`src/rtl/execute_muldiv.sv`:
```
// Iterative multiply/divide unit with HI/LO result registers.
// Multiply is radix-2 shift-add and divide is restoring division; each takes
// DATA_W cycles in CALC. FIX applies signs, accumulation and divide-by-zero.
module execute_muldiv #(
  parameter int unsigned DATA_W = 32
) (
  input  logic              i_clk,
  input  logic              i_rst,
  input  logic              i_start,
  input  logic [2:0]        i_op,
  input  logic [DATA_W-1:0] i_opa,
  input  logic [DATA_W-1:0] i_opb,
  input  logic [DATA_W-1:0] i_hi_in,
  input  logic [DATA_W-1:0] i_lo_in,
  input  logic              i_annul,
  output logic              o_busy,
  output logic              o_done,
  output logic [DATA_W-1:0] o_hi_out,
  output logic [DATA_W-1:0] o_lo_out,
  output logic              o_div_by_zero
);

  localparam int unsigned CntW = $clog2(DATA_W);

  typedef enum logic [1:0] {StIdle, StCalc, StFix, StDone} state_e;

  state_e                r_state;
  state_e                w_state_next;
  logic [CntW-1:0]       r_cnt;
  logic [DATA_W-1:0]     r_a;
  logic [DATA_W-1:0]     r_b;
  logic                  r_sign_a;
  logic                  r_sign_b;
  logic                  r_is_div;
  logic                  r_is_acc;
  logic                  r_is_sub;
  logic                  r_dbz;
  logic [2*DATA_W-1:0]   r_acc;
  logic [2*DATA_W-1:0]   r_prod;
  logic [DATA_W-1:0]     r_rem;
  logic [DATA_W-1:0]     r_quo;
  logic [DATA_W-1:0]     r_hi_out;
  logic [DATA_W-1:0]     r_lo_out;
  logic                  r_div_by_zero;

  logic                  w_accept;
  logic                  w_in_div;
  logic                  w_in_signed;
  logic                  w_in_dbz;
  logic [DATA_W-1:0]     w_abs_a;
  logic [DATA_W-1:0]     w_abs_b;
  logic                  w_last;
  logic [DATA_W:0]       w_sum;
  logic [DATA_W:0]       w_shift;
  logic                  w_ge;
  logic [DATA_W-1:0]     w_diff;
  logic                  w_neg;
  logic [2*DATA_W-1:0]   w_prod_s;
  logic [2*DATA_W-1:0]   w_mac;
  logic [DATA_W-1:0]     w_fix_hi;
  logic [DATA_W-1:0]     w_fix_lo;

  // Request decode and operand magnitudes.
  always_comb begin
    w_accept    = ((r_state == StIdle) || (r_state == StDone)) && i_start && !i_annul;
    w_in_div    = (i_op[2:1] == 2'b01);
    w_in_signed = ~i_op[0];
    w_in_dbz    = w_in_div && (i_opb == '0);
    w_abs_a     = (w_in_signed && i_opa[DATA_W-1]) ? -i_opa : i_opa;
    w_abs_b     = (w_in_signed && i_opb[DATA_W-1]) ? -i_opb : i_opb;
    w_last      = (r_cnt == CntW'(DATA_W - 1));
  end

  // One iteration step: shift-add for multiply, trial subtract for divide.
  always_comb begin
    w_sum   = {1'b0, r_prod[2*DATA_W-1:DATA_W]} + (r_prod[0] ? {1'b0, r_a} : '0);
    w_shift = {r_rem, r_quo[DATA_W-1]};
    w_ge    = (w_shift >= {1'b0, r_b});
    // The partial remainder never exceeds 2*b, so the low DATA_W bits suffice.
    w_diff  = w_shift[DATA_W-1:0] - r_b;
  end

  // Result formation in FIX.
  always_comb begin
    w_neg    = r_sign_a ^ r_sign_b;
    w_prod_s = w_neg ? -r_prod : r_prod;
    w_mac    = w_prod_s;
    if (r_is_acc) begin
      w_mac = r_is_sub ? (r_acc - w_prod_s) : (r_acc + w_prod_s);
    end
    w_fix_hi = w_mac[2*DATA_W-1:DATA_W];
    w_fix_lo = w_mac[DATA_W-1:0];
    if (r_is_div) begin
      if (r_dbz) begin
        w_fix_hi = r_sign_a ? -r_a : r_a;
        w_fix_lo = '1;
      end else begin
        w_fix_hi = r_sign_a ? -r_rem : r_rem;
        w_fix_lo = w_neg ? -r_quo : r_quo;
      end
    end
  end

  // State register.
  always_ff @(posedge i_clk) begin
    if (i_rst) r_state <= StIdle;
    else       r_state <= w_state_next;
  end

  // Next-state logic; annul overrides everything.
  always_comb begin
    w_state_next = r_state;
    if (i_annul) begin
      w_state_next = StIdle;
    end else begin
      unique case (r_state)
        StIdle, StDone: begin
          if (w_accept) w_state_next = w_in_dbz ? StFix : StCalc;
          else          w_state_next = StIdle;
        end
        StCalc: if (w_last) w_state_next = StFix;
        StFix:  w_state_next = StDone;
        default: w_state_next = StIdle;
      endcase
    end
  end

  // Datapath and result registers.
  always_ff @(posedge i_clk) begin
    if (i_rst) begin
      r_cnt         <= '0;
      r_a           <= '0;
      r_b           <= '0;
      r_sign_a      <= 1'b0;
      r_sign_b      <= 1'b0;
      r_is_div      <= 1'b0;
      r_is_acc      <= 1'b0;
      r_is_sub      <= 1'b0;
      r_dbz         <= 1'b0;
      r_acc         <= '0;
      r_prod        <= '0;
      r_rem         <= '0;
      r_quo         <= '0;
      r_hi_out      <= '0;
      r_lo_out      <= '0;
      r_div_by_zero <= 1'b0;
    end else begin
      if (w_accept) begin
        r_cnt    <= '0;
        r_a      <= w_abs_a;
        r_b      <= w_abs_b;
        r_sign_a <= w_in_signed & i_opa[DATA_W-1];
        r_sign_b <= w_in_signed & i_opb[DATA_W-1];
        r_is_div <= w_in_div;
        r_is_acc <= i_op[2];
        r_is_sub <= i_op[2] & i_op[1];
        r_dbz    <= w_in_dbz;
        r_acc    <= {i_hi_in, i_lo_in};
        r_prod   <= {{DATA_W{1'b0}}, w_abs_b};
        r_rem    <= '0;
        r_quo    <= w_abs_a;
      end else if ((r_state == StCalc) && !i_annul) begin
        r_cnt <= r_cnt + 1'b1;
        if (r_is_div) begin
          r_rem <= w_ge ? w_diff : w_shift[DATA_W-1:0];
          r_quo <= {r_quo[DATA_W-2:0], w_ge};
        end else begin
          r_prod <= {w_sum, r_prod[DATA_W-1:1]};
        end
      end
      if ((r_state == StFix) && !i_annul) begin
        r_hi_out      <= w_fix_hi;
        r_lo_out      <= w_fix_lo;
        r_div_by_zero <= r_dbz;
      end
    end
  end

  assign o_busy        = (r_state == StCalc) || (r_state == StFix);
  assign o_done        = (r_state == StDone);
  assign o_hi_out      = r_hi_out;
  assign o_lo_out      = r_lo_out;
  assign o_div_by_zero = r_div_by_zero;

endmodule
```
`config.mk`:
```
export PLATFORM = sky130hd
export DESIGN_NAME = execute_muldiv
export DESIGN_NICKNAME = d
export VERILOG_FILES = /design/src/rtl/execute_muldiv.sv
export SDC_FILE = /design/constraint.sdc
export NUM_CORES = 1
export LEC_CHECK = 0
export CAP_MARGIN = 20
export CORE_ASPECT_RATIO = 0.9
export CORE_UTILIZATION = 35
export CTS_CLUSTER_SIZE = 16
export DETAILED_ROUTE_END_ITERATION = 6
export PLACE_DENSITY = 0.62
export SLEW_MARGIN = 20
export SYNTH_ARGS = -nofsm -noshare
export SYNTH_HDL_FRONTEND = slang
export SYNTH_SLANG_ARGS = --single-unit
```
`constraint.sdc`:
```
create_clock -name i_clk -period 6.8 [get_ports i_clk]
set_input_delay 1.36 -clock i_clk [delete_from_list [all_inputs] [get_ports i_clk]]
set_output_delay 1.36 -clock i_clk [all_outputs]
set_load 0.01 [all_outputs]
```
==> out/qor.csv, run 1 <==
metric;value;unit
status;complete, no violations;
drive_gt1_share;4.94;%
muxShareOfSynthArea;2.67;%
ys.flop_type;dfxtp_1;
synth_xor_area_share;12.3;%
pin_count;202;
crit_chain;or4_1, o41ai_1, xor2_1, nand4_1, nor3_1, and2_1, nor3b_4, a31oi_1, xor2_1, ha_1, nand2_1, o21ai_0, a31oi_1, o21ai_0, a31oi_1, o21ai_0, a21oi_1, o31ai_1, buf_4, a21oi_1, o21bai_1, nor3_1, or3_1;
crit_type;reg2reg;
hold_violations;0;
slew_viol_final;0;
cts_tree;done;
holdCritPathClass;reg2reg;
cts_hold_buffers;0;
vdd_drop_max;0.000148;V
critical_path_required;7.26;ns
fin_crit_sh;91.9;%
timing.hold.ws;0.452;ns
stdcell_count;4657;
firstDrtPassIters;6;
most-common-layout-cells;a21oi_1, nand2_1, dfxtp_1;
grt_pass1_vias;24100;
post-route-cell-area;31000;um2
synthToLayoutAreaGrowth;16.5;%
reg2reg_from;r_prod[2];
root_buffer;clkbuf_16;
core;74900;um2
netlist_area;26600;um2
setup_viol;0;
cp_max_fo;8;
portBuffers;201;
rows;95;
nets;3931;
grt_antenna_before_repair;1;
slowest_delay;0.63;ns
fp.dieH;264;um
startpoint;r_prod[2];
reg2reg_depth;23;
vias;26600;
synth_area_per_cell;7.44;um2
cp.arrival;6.71;ns
clkLatencyLatePin;0.59;ns
gp_congestion;0.984;
synth_top_family_by_area;compound AO/OA/AOI/OAI gates;
initial_utilization;35.5;%
clk_path_buf_depth;3;
synthCells;3574;
end_kind;flop;
die_x;293;um
startpoint_type;flop;
rrSetupSlack;0.55;ns
grt-ovfl-total;0;
reg2reg_to;o_hi_out[26];
relSlewSlack;26.4;%
synth_edf_count;0;
powerDensity;198;nW/um2
worstMarginPinSlew;1.09;ns
routed_wl;97800;um
skew;0.0261;ns
synth_seq_cells;334;
place_inst;4579;
die-area;77100;um2
max_freq;160;MHz
post_dp_cell_area;29500;um2
synthSimpleGateAreaFrac;20.2;%
drc;0;
clk_pin_slew;0.06;ns
synth-async-reset-ratio;0;%
grt_max_degree;92;
synthAdderAreaFrac;6.77;%
yosysSeqAreaShare;25.1;%
drt-wirelength-per-cell;21.0;um
cts_buffers;41;
crit_end;o_hi_out[26];
synth-compound-area-share;28.4;%
rsz0062_at_grt;yes;
cts_num_sinks;334;
grt_pass1_wl;148000;um
finalSetupTns;0;ns
drv_cap;0;
vias_per_cell;5.71;
dp.final_hpwl;76900;um
layout_commonest_cell;a21oi_1;
min_period;6.25;ns
htree_num_levels;2;
dr.first_iter.drc_count;2778;
antenna_left;0;
track_usage;24.6;%
slowest_stage;or4_1;
ys_warn_count;0;
synth.distinct_cells;82;
synthesis.nets;3851;
power_leakage;0.0121;uW
[cell type report]
class	count	area [um2]
diodes	2	5.00
fillers	7729	43900
repair buffers	257	2430
multi-input cells	2922	18800
well taps	970	1210
inverters	98	368
flip-flops and latches	334	6690
clock inverters	17	287
clock buffers	57	1190
[how the worst min path moves through the flow]
stage,from,end,slack (ns),cells past startpoint
2_1_floorplan,r_b[31],r_b[31],0.43,1
3_3_place_gp,r_b[31],r_b[31],0.44,1
3_5_place_dp,o_lo_out[12],o_lo_out[12],0.45,2
4_1_cts,o_lo_out[12],o_lo_out[12],0.45,2
5_1_grt,o_lo_out[17],o_lo_out[17],0.48,2
6_report,o_lo_out[12],o_lo_out[12],0.45,2
[power by group]
group	switching [uW]	total (uW)	internal, uW
Clock	929	2420	1490
Combinational	971	1560	585
Sequential	118	2160	2040
[state kept, by name (all words and copies together) (netlist names), 2 cells and up]
signal / cells
r_prod: 64
r_b: 32
r_cnt: 5
r_state: 2
o_hi_out: 32
r_a: 32
r_rem: 32
r_acc: 64
o_lo_out: 32
r_quo: 32
[through the flow]
step	total power [uW]	setup slack, ns	utilization (%)
after detailed placement	3720	0.522	39.3
after CTS	6140	0.508	41.3
after global routing	6390	-0.0375	41.4
after floorplan	3190	1.24	-
final	6130	0.550	41.4
after global placement	3720	0.554	39.3
[cell families after synthesis]
kind of cell / after synthesis
compound gates: 1206
xor+xnor: 372
fa+ha+maj: 142
buf+inv: 318
flops: 334
mux: 69
simple gates: 1133
[layer usage]
metal / part of all wire, % / track usage, % / wire length [um]
met4: 4.4 / 9.95 / 4340
met1: 46 / 34.6 / 44600
met3: 7.2 / 3.60 / 7040
met5: 0 / 0 / 0
met2: 43 / 37.4 / 41900
[worst max-delay path: cells and delay by family, from the launching register on]
| family | cells | cell delay [ns] |
|---|---|---|
| flip-flops | 1 | 0.39 |
| AO/OA/AOI/OAI | 11 | 2.28 |
| buffers and inverters | 1 | 0.17 |
| adder cells (fa/ha/maj) | 1 | 0.39 |
| XOR/XNOR | 2 | 0.53 |
| AND/OR/NAND/NOR | 8 | 2.38 |
[repair_timing]
action                     CTS  global route
buffers inserted             0             2
setup endpoints to repair    0             8
gates resized for setup      0             7
[Yosys cell counts, types with 9 or more instances]
cell / n / area (um2)
a211oi_1: 42 / 315
nor3_1: 81 / 405
o211ai_1: 22 / 165
nor2b_1: 29 / 181
nand3b_1: 9 / 67.6
o31ai_1: 35 / 263
a21oi_1: 461 / 2310
nand4_1: 32 / 200
a21o_1: 66 / 495
and2_1: 53 / 332
a21boi_0: 88 / 661
buf_1: 16 / 60.1
nor2_1: 282 / 1060
clkbuf_1: 195 / 732
nand2b_1: 35 / 219
a221o_1: 9 / 90.1
nand3_1: 59 / 295
or4_1: 20 / 150
dfxtp_1: 334 / 6690
or2_2: 9 / 56.3
o21ai_0: 189 / 946
o21a_1: 42 / 315
a31oi_1: 72 / 450
a41oi_1: 15 / 131
o21bai_1: 25 / 188
nor4_1: 23 / 144
mux2i_1: 63 / 631
ha_1: 139 / 1740
o221ai_1: 23 / 201
o41ai_1: 30 / 263
xor2_1: 171 / 1500
xnor2_1: 201 / 1760
a221oi_1: 12 / 105
inv_1: 98 / 368
and3_1: 30 / 188
or3_1: 28 / 175
nand2_1: 407 / 1530
(Power assumes the default switching activity.)
==> inputs of run 2 (changes only) <==
--- a/config.mk
+++ b/config.mk
@@ -7,10 +7,10 @@
 export LEC_CHECK = 0
 export CAP_MARGIN = 20
 export CORE_ASPECT_RATIO = 0.9
-export CORE_UTILIZATION = 35
-export CTS_CLUSTER_SIZE = 16
+export CORE_UTILIZATION = 50
+export CTS_CLUSTER_SIZE = 10
 export DETAILED_ROUTE_END_ITERATION = 6
-export PLACE_DENSITY = 0.62
+export PLACE_DENSITY = 0.8
 export SLEW_MARGIN = 20
 export SYNTH_ARGS = -nofsm -noshare
 export SYNTH_HDL_FRONTEND = slang
==> out/qor.csv, run 2 (same netlist as run 1, synthesis figures left out) <==
metric;value;unit
status;complete, no violations;
die_x;245;um
setup_ws;0.378;ns
rows;79;
antenna_left;0;
die-area;54100;um2
drt-wirelength-per-cell;21.3;um
clk_path_buf_depth;3;
rsz0062_at_grt;no;
wl_met2;38100;um
rrSetupSlack;0.38;ns
vias;27100;
root_buffer;clkbuf_16;
initial_utilization;51.1;%
stdcell_count;4345;
vdd_drop_max;0.000150;V
wl_met1;40600;um
cts_num_sinks;334;
hold_violations;0;
critical_path_required;7.23;ns
cp_max_fo;12;
clkLatencyLatePin;0.59;ns
reg2reg_to;o_hi_out[29];
most-common-layout-cells;a21oi_1, nand2_1, dfxtp_1;
worstMarginPinSlew;1.09;ns
finalSetupTns;0;ns
crit_type;reg2reg;
powerDensity;190;nW/um2
skew;0.0296;ns
cp.arrival;6.85;ns
drv_cap;0;
relSlewSlack;26.1;%
synthToLayoutAreaGrowth;13.7;%
drc;0;
pin_count;202;
highest_layer;met5;
cts_tree;done;
drive_gt1_share;4.08;%
end_kind;flop;
max_freq;156;MHz
clk_pin_slew;0.05;ns
track_usage;33.1;%
preCtsSetupSlack;0.142;ns
reg2reg_from;r_prod[6];
nets;3917;
place_inst;4280;
fp.dieH;221;um
cts_hold_buffers;0;
routed_wl;92700;um
grt_pass1_vias;23800;
grt_pass1_wl;140000;um
startpoint_type;flop;
dr.first_iter.drc_count;3508;
portBuffers;201;
fin_crit_sh;94.4;%
startpoint;r_prod[6];
grt-ovfl-total;0;
largest_registers;r_acc x64, r_prod x64;
gp_congestion;1.04;
grt_antenna_before_repair;4;
vias_per_cell;6.25;
holdCritPathClass;reg2reg;
nFillCells;4806;
crit_end;o_hi_out[29];
dp.final_hpwl;70900;um
power_leakage;0.0119;uW
firstDrtPassIters;6;
reg2reg_depth;23;
layout_commonest_cell;a21oi_1;
htree_num_levels;2;
cts_buffers;41;
met3WireLength;9370;um
setup_viol;0;
grt_max_degree;96;
min_period;6.42;ns
core;52100;um2
slew_viol_final;0;
[run 2: critical path, stage by stage, from the launching register on]
cell      delay [ns]
dfxtp_1         0.45
nor4_4          0.52
nand4_1         0.27
buf_4           0.25
or4_1           0.47
a21oi_1         0.40
a21boi_1        0.35
nand4_1         0.20
nor4b_2         0.37
and2_1          0.29
and3_1          0.29
a31oi_1         0.19
xor2_1          0.20
ha_1            0.40
a21o_1          0.22
a21o_1          0.18
a21o_1          0.22
a21o_1          0.19
a21o_1          0.16
a21oi_1         0.12
o21ai_0         0.09
a21oi_1         0.19
xor2_1          0.16
a31oi_1         0.09
[run 2: how the worst min path moves through the flow]
stage	startpoint	endpoint	slack [ns]	cells past startpoint
after global placement	o_lo_out[0]	o_lo_out[0]	0.44	2
final	o_lo_out[6]	o_lo_out[6]	0.45	2
after global routing	o_lo_out[4]	o_lo_out[4]	0.48	2
after detailed placement	o_lo_out[8]	o_lo_out[8]	0.45	2
after floorplan	r_b[31]	r_b[31]	0.43	1
after CTS	o_lo_out[8]	o_lo_out[8]	0.45	2
[run 2: through the flow]
| stage | area [um2] | total power [uW] | hold WS [ns] | utilization, % |
|---|---|---|---|---|
| 2_1_floorplan | 26600 | 3190 | 0.427 | - |
| 3_3_place_gp | 29000 | 3680 | 0.444 | 55.6 |
| 3_5_place_dp | 29000 | 3690 | 0.447 | 55.6 |
| 4_1_cts | 30200 | 5710 | 0.454 | 57.9 |
| 5_1_grt | 30200 | 5970 | 0.475 | 58.0 |
| 6_report | 30200 | 5750 | 0.451 | 58.0 |
[run 2: repair_timing]
action	in CTS	in global routing
gates resized for setup	0	5
endpoints found under the setup margin	0	24
buffers inserted	0	5
[run 2: power breakdown]
group          switching [uW]  internal [uW]  leakage, uW  total, uW
clock                     867           1170     0.000574       2030
sequential                123           2040      0.00272       2160
combinational             970            581      0.00856       1550
[run 2: layout make-up]
type                       instances  area (um2)  area share (%)
tap                              688         861            2.85
sequential                       334        6690            22.1
inverter                          98         368            1.22
multi-input combinational       2922       18800            62.2
clock buffer                      52        1100            3.63
clock inverter                     6        83.8           0.277
antenna                            2        5.00          0.0166
timing repair buffer             243        2330            7.70
[run 2: metal layers]
layer | up-vias | track usage, %
li1 | 13000 | -
met2 | 1373 | 48.3
met5 | - | 0
met4 | 4 | 15.4
met1 | 12600 | 46.8
met3 | 174 | 6.05
==> inputs of run 3 (changes only) <==
--- a/config.mk
+++ b/config.mk
@@ -11,6 +11,7 @@
 export CTS_CLUSTER_SIZE = 10
 export DETAILED_ROUTE_END_ITERATION = 6
 export PLACE_DENSITY = 0.8
+export SKIP_CTS_REPAIR_TIMING = 1
 export SLEW_MARGIN = 20
 export SYNTH_ARGS = -nofsm -noshare
 export SYNTH_HDL_FRONTEND = slang
==> results of run 3 <==
Final layout, timing and power as in run 2 (identical DEF).
